<file path="src/rtl/free_list.sv">
`default_nettype none
// ============================================================================
// Module   : free_list
// Purpose  : 2-wide physical-register free list with a retirement-committed
//            read pointer so a mispredict returns all in-flight tags at once.
// Revision : 1.0 - initial release
// ============================================================================
module free_list #(
   parameter int PREG_NUMBER     = 64,
   parameter int ARCH_REG_NUMBER = 32,
   parameter int FL_SIZE         = PREG_NUMBER - ARCH_REG_NUMBER
) (
   input  logic                                        clk,
   input  logic                                        reset,
   input  logic                                        dispatch_en_i,
   input  logic                                        dispatch_size_i,
   input  logic [1:0]                                  retire_en_i,
   input  logic [1:0][$clog2(PREG_NUMBER)-1:0]         T_old_i,
   input  logic                                        branch_mispredicted_i,
   output logic [1:0][$clog2(PREG_NUMBER)-1:0]         freeReg_o,
   output logic [1:0]                                  free_avail_o,
   output logic                                        alloc_ack_o
`ifdef DEBUG
   ,
   output logic [$clog2(FL_SIZE):0]                    spec_head_debug,
   output logic [$clog2(FL_SIZE):0]                    ret_head_debug,
   output logic [$clog2(FL_SIZE):0]                    tail_debug,
   output logic [FL_SIZE-1:0][$clog2(PREG_NUMBER)-1:0] entries_debug
`endif
);

   localparam int c_TAG_W = $clog2(PREG_NUMBER);
   localparam int c_IDX_W = $clog2(FL_SIZE);
   localparam int c_PTR_W = c_IDX_W + 1;
   localparam int c_SUM_W = c_IDX_W + 1;
   localparam int c_CNT_W = c_IDX_W + 1;

   logic [c_TAG_W-1:0] r_entries [FL_SIZE];
   logic [c_PTR_W-1:0] r_spec_head;
   logic [c_PTR_W-1:0] r_ret_head;
   logic [c_PTR_W-1:0] r_tail;

   logic [c_CNT_W-1:0] w_count;
   logic [1:0]         w_ret_n;
   logic [1:0]         w_disp_n;
   logic [c_PTR_W-1:0] w_ret_head_next;
   logic [c_PTR_W-1:0] w_tail_next;
   logic [c_PTR_W-1:0] w_spec_head_next;
   logic [c_PTR_W-1:0] w_wr_ptr [2];
   logic [c_IDX_W-1:0] w_head_p1_idx;

   // Pointer advance: index wraps modulo FL_SIZE, the top bit flips on wrap.
   function automatic logic [c_PTR_W-1:0] ptr_add(input logic [c_PTR_W-1:0] p,
                                                  input logic [1:0]         n);
      logic [c_SUM_W-1:0] sum;
      logic [c_PTR_W-1:0] res;
      sum = {1'b0, p[c_IDX_W-1:0]} + c_SUM_W'(n);
      if (sum >= c_SUM_W'(FL_SIZE))
         res = {~p[c_PTR_W-1], c_IDX_W'(sum - c_SUM_W'(FL_SIZE))};
      else
         res = {p[c_PTR_W-1], sum[c_IDX_W-1:0]};
      return res;
   endfunction

   function automatic logic [c_CNT_W-1:0] ptr_dist(input logic [c_PTR_W-1:0] hi,
                                                   input logic [c_PTR_W-1:0] lo);
      logic [c_CNT_W-1:0] d;
      d = c_CNT_W'(hi[c_IDX_W-1:0]) - c_CNT_W'(lo[c_IDX_W-1:0]);
      if (hi[c_PTR_W-1] != lo[c_PTR_W-1])
         d = d + c_CNT_W'(FL_SIZE);
      return d;
   endfunction

   always_comb begin
      w_count       = ptr_dist(r_tail, r_spec_head);
      w_ret_n       = {1'b0, retire_en_i[0]} + {1'b0, retire_en_i[1]};
      w_head_p1_idx = (r_spec_head[c_IDX_W-1:0] == c_IDX_W'(FL_SIZE - 1)) ?
                      '0 : r_spec_head[c_IDX_W-1:0] + c_IDX_W'(1);

      alloc_ack_o = 1'b0;
      w_disp_n    = 2'd0;
      if (dispatch_en_i && !branch_mispredicted_i) begin
         if (dispatch_size_i && (w_count >= c_CNT_W'(2))) begin
            alloc_ack_o = 1'b1;
            w_disp_n    = 2'd2;
         end else if (!dispatch_size_i && (w_count >= c_CNT_W'(1))) begin
            alloc_ack_o = 1'b1;
            w_disp_n    = 2'd1;
         end
      end

      w_wr_ptr[0]     = r_tail;
      w_wr_ptr[1]     = ptr_add(r_tail, 2'd1);
      w_tail_next     = ptr_add(r_tail, w_ret_n);
      w_ret_head_next = ptr_add(r_ret_head, w_ret_n);
      // A squash rewinds to the committed pointer including this cycle's retires.
      w_spec_head_next = branch_mispredicted_i ? w_ret_head_next
                                               : ptr_add(r_spec_head, w_disp_n);

      freeReg_o[0] = r_entries[r_spec_head[c_IDX_W-1:0]];
      freeReg_o[1] = r_entries[w_head_p1_idx];

      if (w_count >= c_CNT_W'(2))
         free_avail_o = 2'd2;
      else
         free_avail_o = w_count[1:0];
   end

   always_ff @(posedge clk) begin
      if (reset) begin
         for (int i = 0; i < FL_SIZE; i++)
            r_entries[i] <= c_TAG_W'(ARCH_REG_NUMBER + i);
         r_spec_head <= '0;
         r_ret_head  <= '0;
         r_tail      <= {1'b1, {c_IDX_W{1'b0}}};
      end else begin
         for (int k = 0; k < 2; k++) begin
            if (retire_en_i[k])
               r_entries[w_wr_ptr[k][c_IDX_W-1:0]] <= T_old_i[k];
         end
         r_spec_head <= w_spec_head_next;
         r_ret_head  <= w_ret_head_next;
         r_tail      <= w_tail_next;
      end
   end

`ifdef DEBUG
   always_comb begin
      spec_head_debug = r_spec_head;
      ret_head_debug  = r_ret_head;
      tail_debug      = r_tail;
      for (int i = 0; i < FL_SIZE; i++)
         entries_debug[i] = r_entries[i];
   end

   always_ff @(posedge clk) begin
      if (!reset) begin
         assert (retire_en_i != 2'b10)
            else $error("free_list: illegal retire pattern 10");
         assert (ptr_dist(w_tail_next, w_ret_head_next) <= c_CNT_W'(FL_SIZE))
            else $error("free_list: tail passed ret_head + FL_SIZE");
      end
   end
`endif

endmodule
`default_nettype wire

</file>
<file path="config.mk">
export PLATFORM = sky130hd
export DESIGN_NAME = free_list
export DESIGN_NICKNAME = d
export VERILOG_FILES = /design/src/rtl/free_list.sv
export SDC_FILE = /design/constraint.sdc
export NUM_CORES = 1
export LEC_CHECK = 0
export BUFFER_PORTS_ARGS = -buffer_cell sky130_fd_sc_hd__buf_4
export CAP_MARGIN = 10
export CORE_AREA = 3 3 197 199
export DETAILED_ROUTE_END_ITERATION = 6
export DIE_AREA = 0 0 200 202
export PLACE_DENSITY = 0.52
export SKIP_LAST_GASP = 1
export SLEW_MARGIN = 30
export SYNTH_ARGS = -nofsm -noshare
export SYNTH_HDL_FRONTEND = slang
export SYNTH_SLANG_ARGS = --single-unit
export TNS_END_PERCENT = 10
</file>
<file path="constraint.sdc">
create_clock -name clk -period 4.9 [get_ports clk]
set_input_delay 0.49 -clock clk [delete_from_list [all_inputs] [get_ports clk]]
set_output_delay 0.49 -clock clk [all_outputs]
set_load 0.01 [all_outputs]
</file>
# After elaboration in Yosys (flattened, before gate mapping)
# Memory sizes are Yosys's and may differ from the RTL's. A register that Yosys moved wholly into a read port is not among the register bits.
# Index checks and enable logic that the tools add are counted.
# totals
ff_bits	18
elab_cells	66
ram_bits	192
out_inout_bits	15
in_bits	19
mem_count	1
# classes
muxes	29
n_reduce_logical	8
n_lt_le_gt_ge	6
add_sub_neg	12
eq_ne	2
bitwise_logic	3
# memory_table
memory	depth	word_bits	read_ports	rd_clocked_by_memory_dff	write_ports	line_no	text
r_entries	32	6	2	1	32	38	logic [c_TAG_W-1:0] r_entries [FL_SIZE];
# op_table
op	count
$mux 6	6
$mux 5	6
$ge 6x6->1 const B	4
$sub 5x1->5 const B	4
$add 5x2->6	3
$mux 1	14
$reduce_or 6->1	2
$add 5x1->6 const B	1
$add 6x6->6 const B	1
$ge 6x1->1 const B	1
$ge 6x2->1 const B	1
$mux 2	3
$sub 5x5->6	1
$add 5x1->5 const B	1
$eq 5x5->1 const B	1
$logic_and 1x1->1	3
$not 1->1	3
$add 1x1->2	1
$logic_not 1->1	2
$reduce_bool 2->1	1
$ne 1x1->1	1

# Longest topological paths before layout
# logic_depth
word_depth	13
depth_mapped	16
ltp_nobuf	13

# Worst setup path after synthesis
# Ideal clock, no wire load.
# synth_path
kind	reg-to-reg
startpoint	reg r_spec_head[1]
endpoint	reg r_spec_head[4]
path_buffers	3
setup_slack_ns	1.228
stages_incl_launch_ff	17
arrival_time_ns	3.551
synth_period_minus_slack_ns	3.672
setup_time_ns	0.122
required_time_ns	4.778
path_cell_list	dfxtp_1 buf_2 buf_2 buf_2 inv_1 ha_1 nor2b_1 o211ai_1 a21boi_0 or3_1 a221oi_2 a211oi_1 ha_1 fa_1 nand3_1 xnor2_1 a21oi_1
# synth_via
elab_chain_cells	12
elab_cells_between_ends	15
cone_classes	4 x add/sub; 3 x order compare; 6 x mux; 2 x reduce/logical
# synth_lines
element	line_no	text
start: declaration	39	logic [c_PTR_W-1:0] r_spec_head;
start signal: assignment	121	r_spec_head <= w_spec_head_next;
$sub 5x5->6	68	d = c_CNT_W'(hi[c_IDX_W-1:0]) - c_CNT_W'(lo[c_IDX_W-1:0]);
$add 6x6->6	70	d = d + c_CNT_W'(FL_SIZE);
$mux 6	69	if (hi[c_PTR_W-1] != lo[c_PTR_W-1])
$ge 6x1->1	86	end else if (!dispatch_size_i && (w_count >= c_CNT_W'(1))) begin
$logic_and 1x1->1	86	
$mux 1	86	
$mux 2	83	if (dispatch_size_i && (w_count >= c_CNT_W'(2))) begin
$mux 2	82	if (dispatch_en_i && !branch_mispredicted_i) begin
$add 5x2->6 *	57	sum = {1'b0, p[c_IDX_W-1:0]} + c_SUM_W'(n);
$sub 5x1->5 / $ge 6x6->1 (equally long branches)	59, 58	
$mux 6 *	58	if (sum >= c_SUM_W'(FL_SIZE))
$mux 6 *	97	w_spec_head_next = branch_mispredicted_i ? w_ret_head_next
# Every way passes the cells marked *; elsewhere a longest branch is shown, timed or not. The select of a mux whose other input is x is not followed.
# A chain may end at the register's enable or synchronous reset.

==> results.json <==
{
  "fin_crit_sh_pct": 91.45,
  "syn_area_per_cell_um2": 11.40,
  "startpoint_type": "register",
  "ctsHtreeMaxLevel": 1,
  "clk_path_buf_depth": 3,
  "placementRows": 71,
  "remaining_drc_errors": 0,
  "root_buffer": "clkbuf_16",
  "ant_nets": 0,
  "antenna_found_initial": 1,
  "die_width_um": 200,
  "synth-async-reset-ratio_pct": 0,
  "ys_types": 61,
  "hold_viol": 0,
  "io_pins": 34,
  "post-cts-setup-buffers": 0,
  "cts.clk_slew.worst_paths_ns": 0.05,
  "leakage_nw": 4.169,
  "power.density_nw_per_um2": 360.9,
  "crit_path_top_delay_cell": "ha_1",
  "finalNetCount": 1171,
  "route.final.wire_length_mm": 52.39,
  "grt_max_degree": 61,
  "crit_fanout": 13,
  "vdd_ir_drop_max_mv": 0.2811,
  "grt_pass1_wl_mm": 75.47,
  "synth_seq_cells": 210,
  "dieArea_um2": 40400,
  "finClkSkew_ns": 0.01129,
  "seq_area_frac_synth_pct": 47.43,
  "vias": 11100,
  "synth_edf_count": 192,
  "track_usage_pct": 25.74,
  "grt_pass1_vias": 10507,
  "cts_tree": "done",
  "die_h_um": 202,
  "clock_sinks": 210,
  "critPathMaxStageDelay_ns": 0.52,
  "finalSetupViolations": 0,
  "endpoint_kind": "output port",
  "final.min_clock_period_ns": 4.481,
  "path_cells": "ha_1, and3_1, ha_1, buf_4, inv_1, nand2_1, a211oi_1, o31ai_1, o211ai_1, a2bb2oi_1, buf_4",
  "worstSetupPathType": "reg -> out",
  "core_area_um2": 37400,
  "first_pass_iters": 6,
  "status": "finished, final reports clean",
  "synth_warnings": 0,
  "synth.cell_area_um2": 12910,
  "synth_top_area_share_pct": 44.64,
  "crit_required_ns": 4.41,
  "drive_above_1_share_pct": 18.32,
  "pre_cts_ws_ns": 0.9024,
  "max_freq_mhz": 223.2,
  "cts_made_buffers": 26,
  "initial_core_util_pct": 34.53,
  "syn_to_final_growth_pct": 12.23,
  "finalWorstSetupSlack_ns": 0.4189,
  "hpwl_mm": 36.68,
  "gp_congestion": 0.9876,
  "total_power_w": 0.005231,
  "synth_top_cell_by_area": "edfxtp_1",
  "numPortBuffers": 33,
  "synth_area_leaders": "edfxtp_1 45%, mux4_2 14%, a22oi_1 4.2%, o22ai_1 3.6%, nand2_1 3.1%",
  "crit_arrival_ns": 3.99,
  "antennaDiodeCount": 0,
  "fillCellCount": 3629,
  "maxCapViolations": 0,
  "synthFlopType": "edfxtp_1",
  "clk_latency_ns": 0.55,
  "syn_inst": 1133,
  "synth_nets": 1170,
  "routedWlPerCell_um": 31.50,
  "post_cts_resized": 0,
  "hp-class": "in -> reg",
  "relSlewSlack_pct": 35.43,
  "finalSetupTns_ns": 0,
  "rsz0062_at_grt": "false",
  "final-max-slew-violation-count": 0,
  "tightest_slew_ns": 0.9612,
  "overflow": 0,
  "ctsHoldBuffers": 0,
  "vias_per_cell": 6.675,
  "drt-initial-drc-count": 2038
}
==> synth_stat cells, types with 3 or more instances <==
| cell | instances |
|---|---|
| and2_1 | 8 |
| or2_2 | 6 |
| clkbuf_1 | 57 |
| o221ai_1 | 19 |
| nor3_1 | 17 |
| o21ai_0 | 41 |
| and3_1 | 5 |
| inv_1 | 20 |
| nor3b_1 | 3 |
| edfxtp_1 | 192 |
| a22o_1 | 8 |
| o211ai_1 | 12 |
| nand2_1 | 108 |
| buf_4 | 3 |
| a211oi_1 | 4 |
| nor2b_1 | 14 |
| nand4_1 | 5 |
| nor2_1 | 104 |
| nand2b_1 | 9 |
| clkinv_1 | 7 |
| fa_1 | 4 |
| nor4_1 | 3 |
| xor2_1 | 5 |
| dfxtp_1 | 18 |
| a2bb2oi_1 | 3 |
| buf_6 | 3 |
| ha_1 | 14 |
| a22oi_1 | 73 |
| nand3b_1 | 7 |
| xnor2_1 | 9 |
| o22ai_1 | 75 |
| o22a_1 | 32 |
| or3_1 | 41 |
| buf_2 | 27 |
| mux2i_1 | 11 |
| mux4_2 | 80 |
| nand3_1 | 11 |
| a21oi_1 | 36 |
| a221oi_1 | 3 |
| mux2_2 | 9 |
==> path summary, 6_finish.rpt <==
kind | slack (ns) | cells past startpoint | end | from
setup / recovery | 0.42 | 11 | freeReg_o[8] | r_spec_head[0]
hold reg to reg | 0.52 | 2 | r_ret_head[4] | r_ret_head[4]
setup reg to reg | 0.89 | 14 | r_spec_head[4] | r_spec_head[1]
hold / removal | 0.20 | 2 | r_spec_head[5] | branch_mispredicted_i
==> per-stage QoR <==
stage                     utilization (%)  instances  instance area (µm²)  hold slack [ns]
after floorplan                         -       1133                12910           0.4781
after global placement              36.54       1617                13670           0.5088
after detailed placement            36.55       1617                13670           0.5132
after CTS                           38.75       1663                14490           0.1875
after global routing                38.75       1663                14490           0.1960
final                               38.75       1663                14490           0.1997
==> logic make-up after synthesis <==
| family | count (synthesis) | share of synthesized area, % |
|---|---|---|
| AND/OR/NAND/NOR | 345 | 12.46 |
| AO/OA/AOI/OAI | 324 | 17.43 |
| flip-flops | 210 | 47.43 |
| buffers and inverters | 121 | 4.040 |
| multiplexers | 100 | 15.59 |
| adder cells (fa/ha/maj) | 18 | 1.976 |
| XOR/XNOR | 15 | 1.075 |
==> flip-flops by register name, summed over array words and instances, names as in the netlist <==
register / cells
r_tail: 6
r_entries: 192
r_ret_head: 6
r_spec_head: 6
==> cells in the final DEF (no fill, tap or decap), types with 6 or more instances in the layout <==
| cell | n |
|---|---|
| nand3_1 | 11 |
| dfxtp_1 | 16 |
| o22ai_1 | 75 |
| mux2_2 | 9 |
| nand3b_1 | 7 |
| clkbuf_16 | 26 |
| nor3_1 | 16 |
| o221ai_1 | 19 |
| or3_1 | 41 |
| nor2b_1 | 14 |
| nor2_1 | 102 |
| a21oi_1 | 36 |
| edfxtp_1 | 192 |
| and2_1 | 8 |
| o22a_1 | 32 |
| clkbuf_1 | 11 |
| buf_4 | 64 |
| ha_1 | 14 |
| clkinv_1 | 8 |
| nand2_1 | 108 |
| o21ai_0 | 41 |
| o211ai_1 | 12 |
| or2_2 | 6 |
| a22oi_1 | 73 |
| mux4_2 | 80 |
| mux2i_1 | 11 |
| nand2b_1 | 9 |
| inv_1 | 17 |
| xnor2_1 | 9 |
| a22o_1 | 8 |
==> area by class of cell <==
type                    instances  area (µm²)  share of cell area, %
multi-input cells             802        6289                  43.39
flip-flops and latches        210        6131                  42.30
clock buffers                  40       733.2                  5.059
well taps                     511       639.4                  4.411
repair buffers                 65       500.5                  3.453
inverters                      29       110.1                 0.7597
clock inverters                 6       91.34                 0.6302
==> where the power goes <==
group | internal, W | switching [W] | total, W
logic | 0.000463 | 0.000798 | 0.00126
registers | 0.00201 | 0.0000578 | 0.00207
clock network | 0.00113 | 0.000771 | 0.00190
==> per-layer routing <==
| layer | routed length (µm) | share of wire (%) | GRT usage, % | vias up |
|---|---|---|---|---|
| li1 | - | - | - | 4521 |
| met1 | 20360 | 39 | 37.33 | 5469 |
| met2 | 22390 | 43 | 37.78 | 930 |
| met3 | 7048 | 13 | 6.101 | 178 |
| met4 | 2586 | 4.9 | 8.998 | 2 |
| met5 | 13 | 0.025 | 0 | - |
==> critical path, delay by kind of cell (launching register included) <==
family	cells	cell delay [ns]
buffers and inverters	3	0.79
AND/OR/NAND/NOR	2	0.54
adder cells (fa/ha/maj)	2	0.85
AO/OA/AOI/OAI	4	0.90
flip-flops	1	0.34
Note: power is estimated with default switching activity, not from simulation.
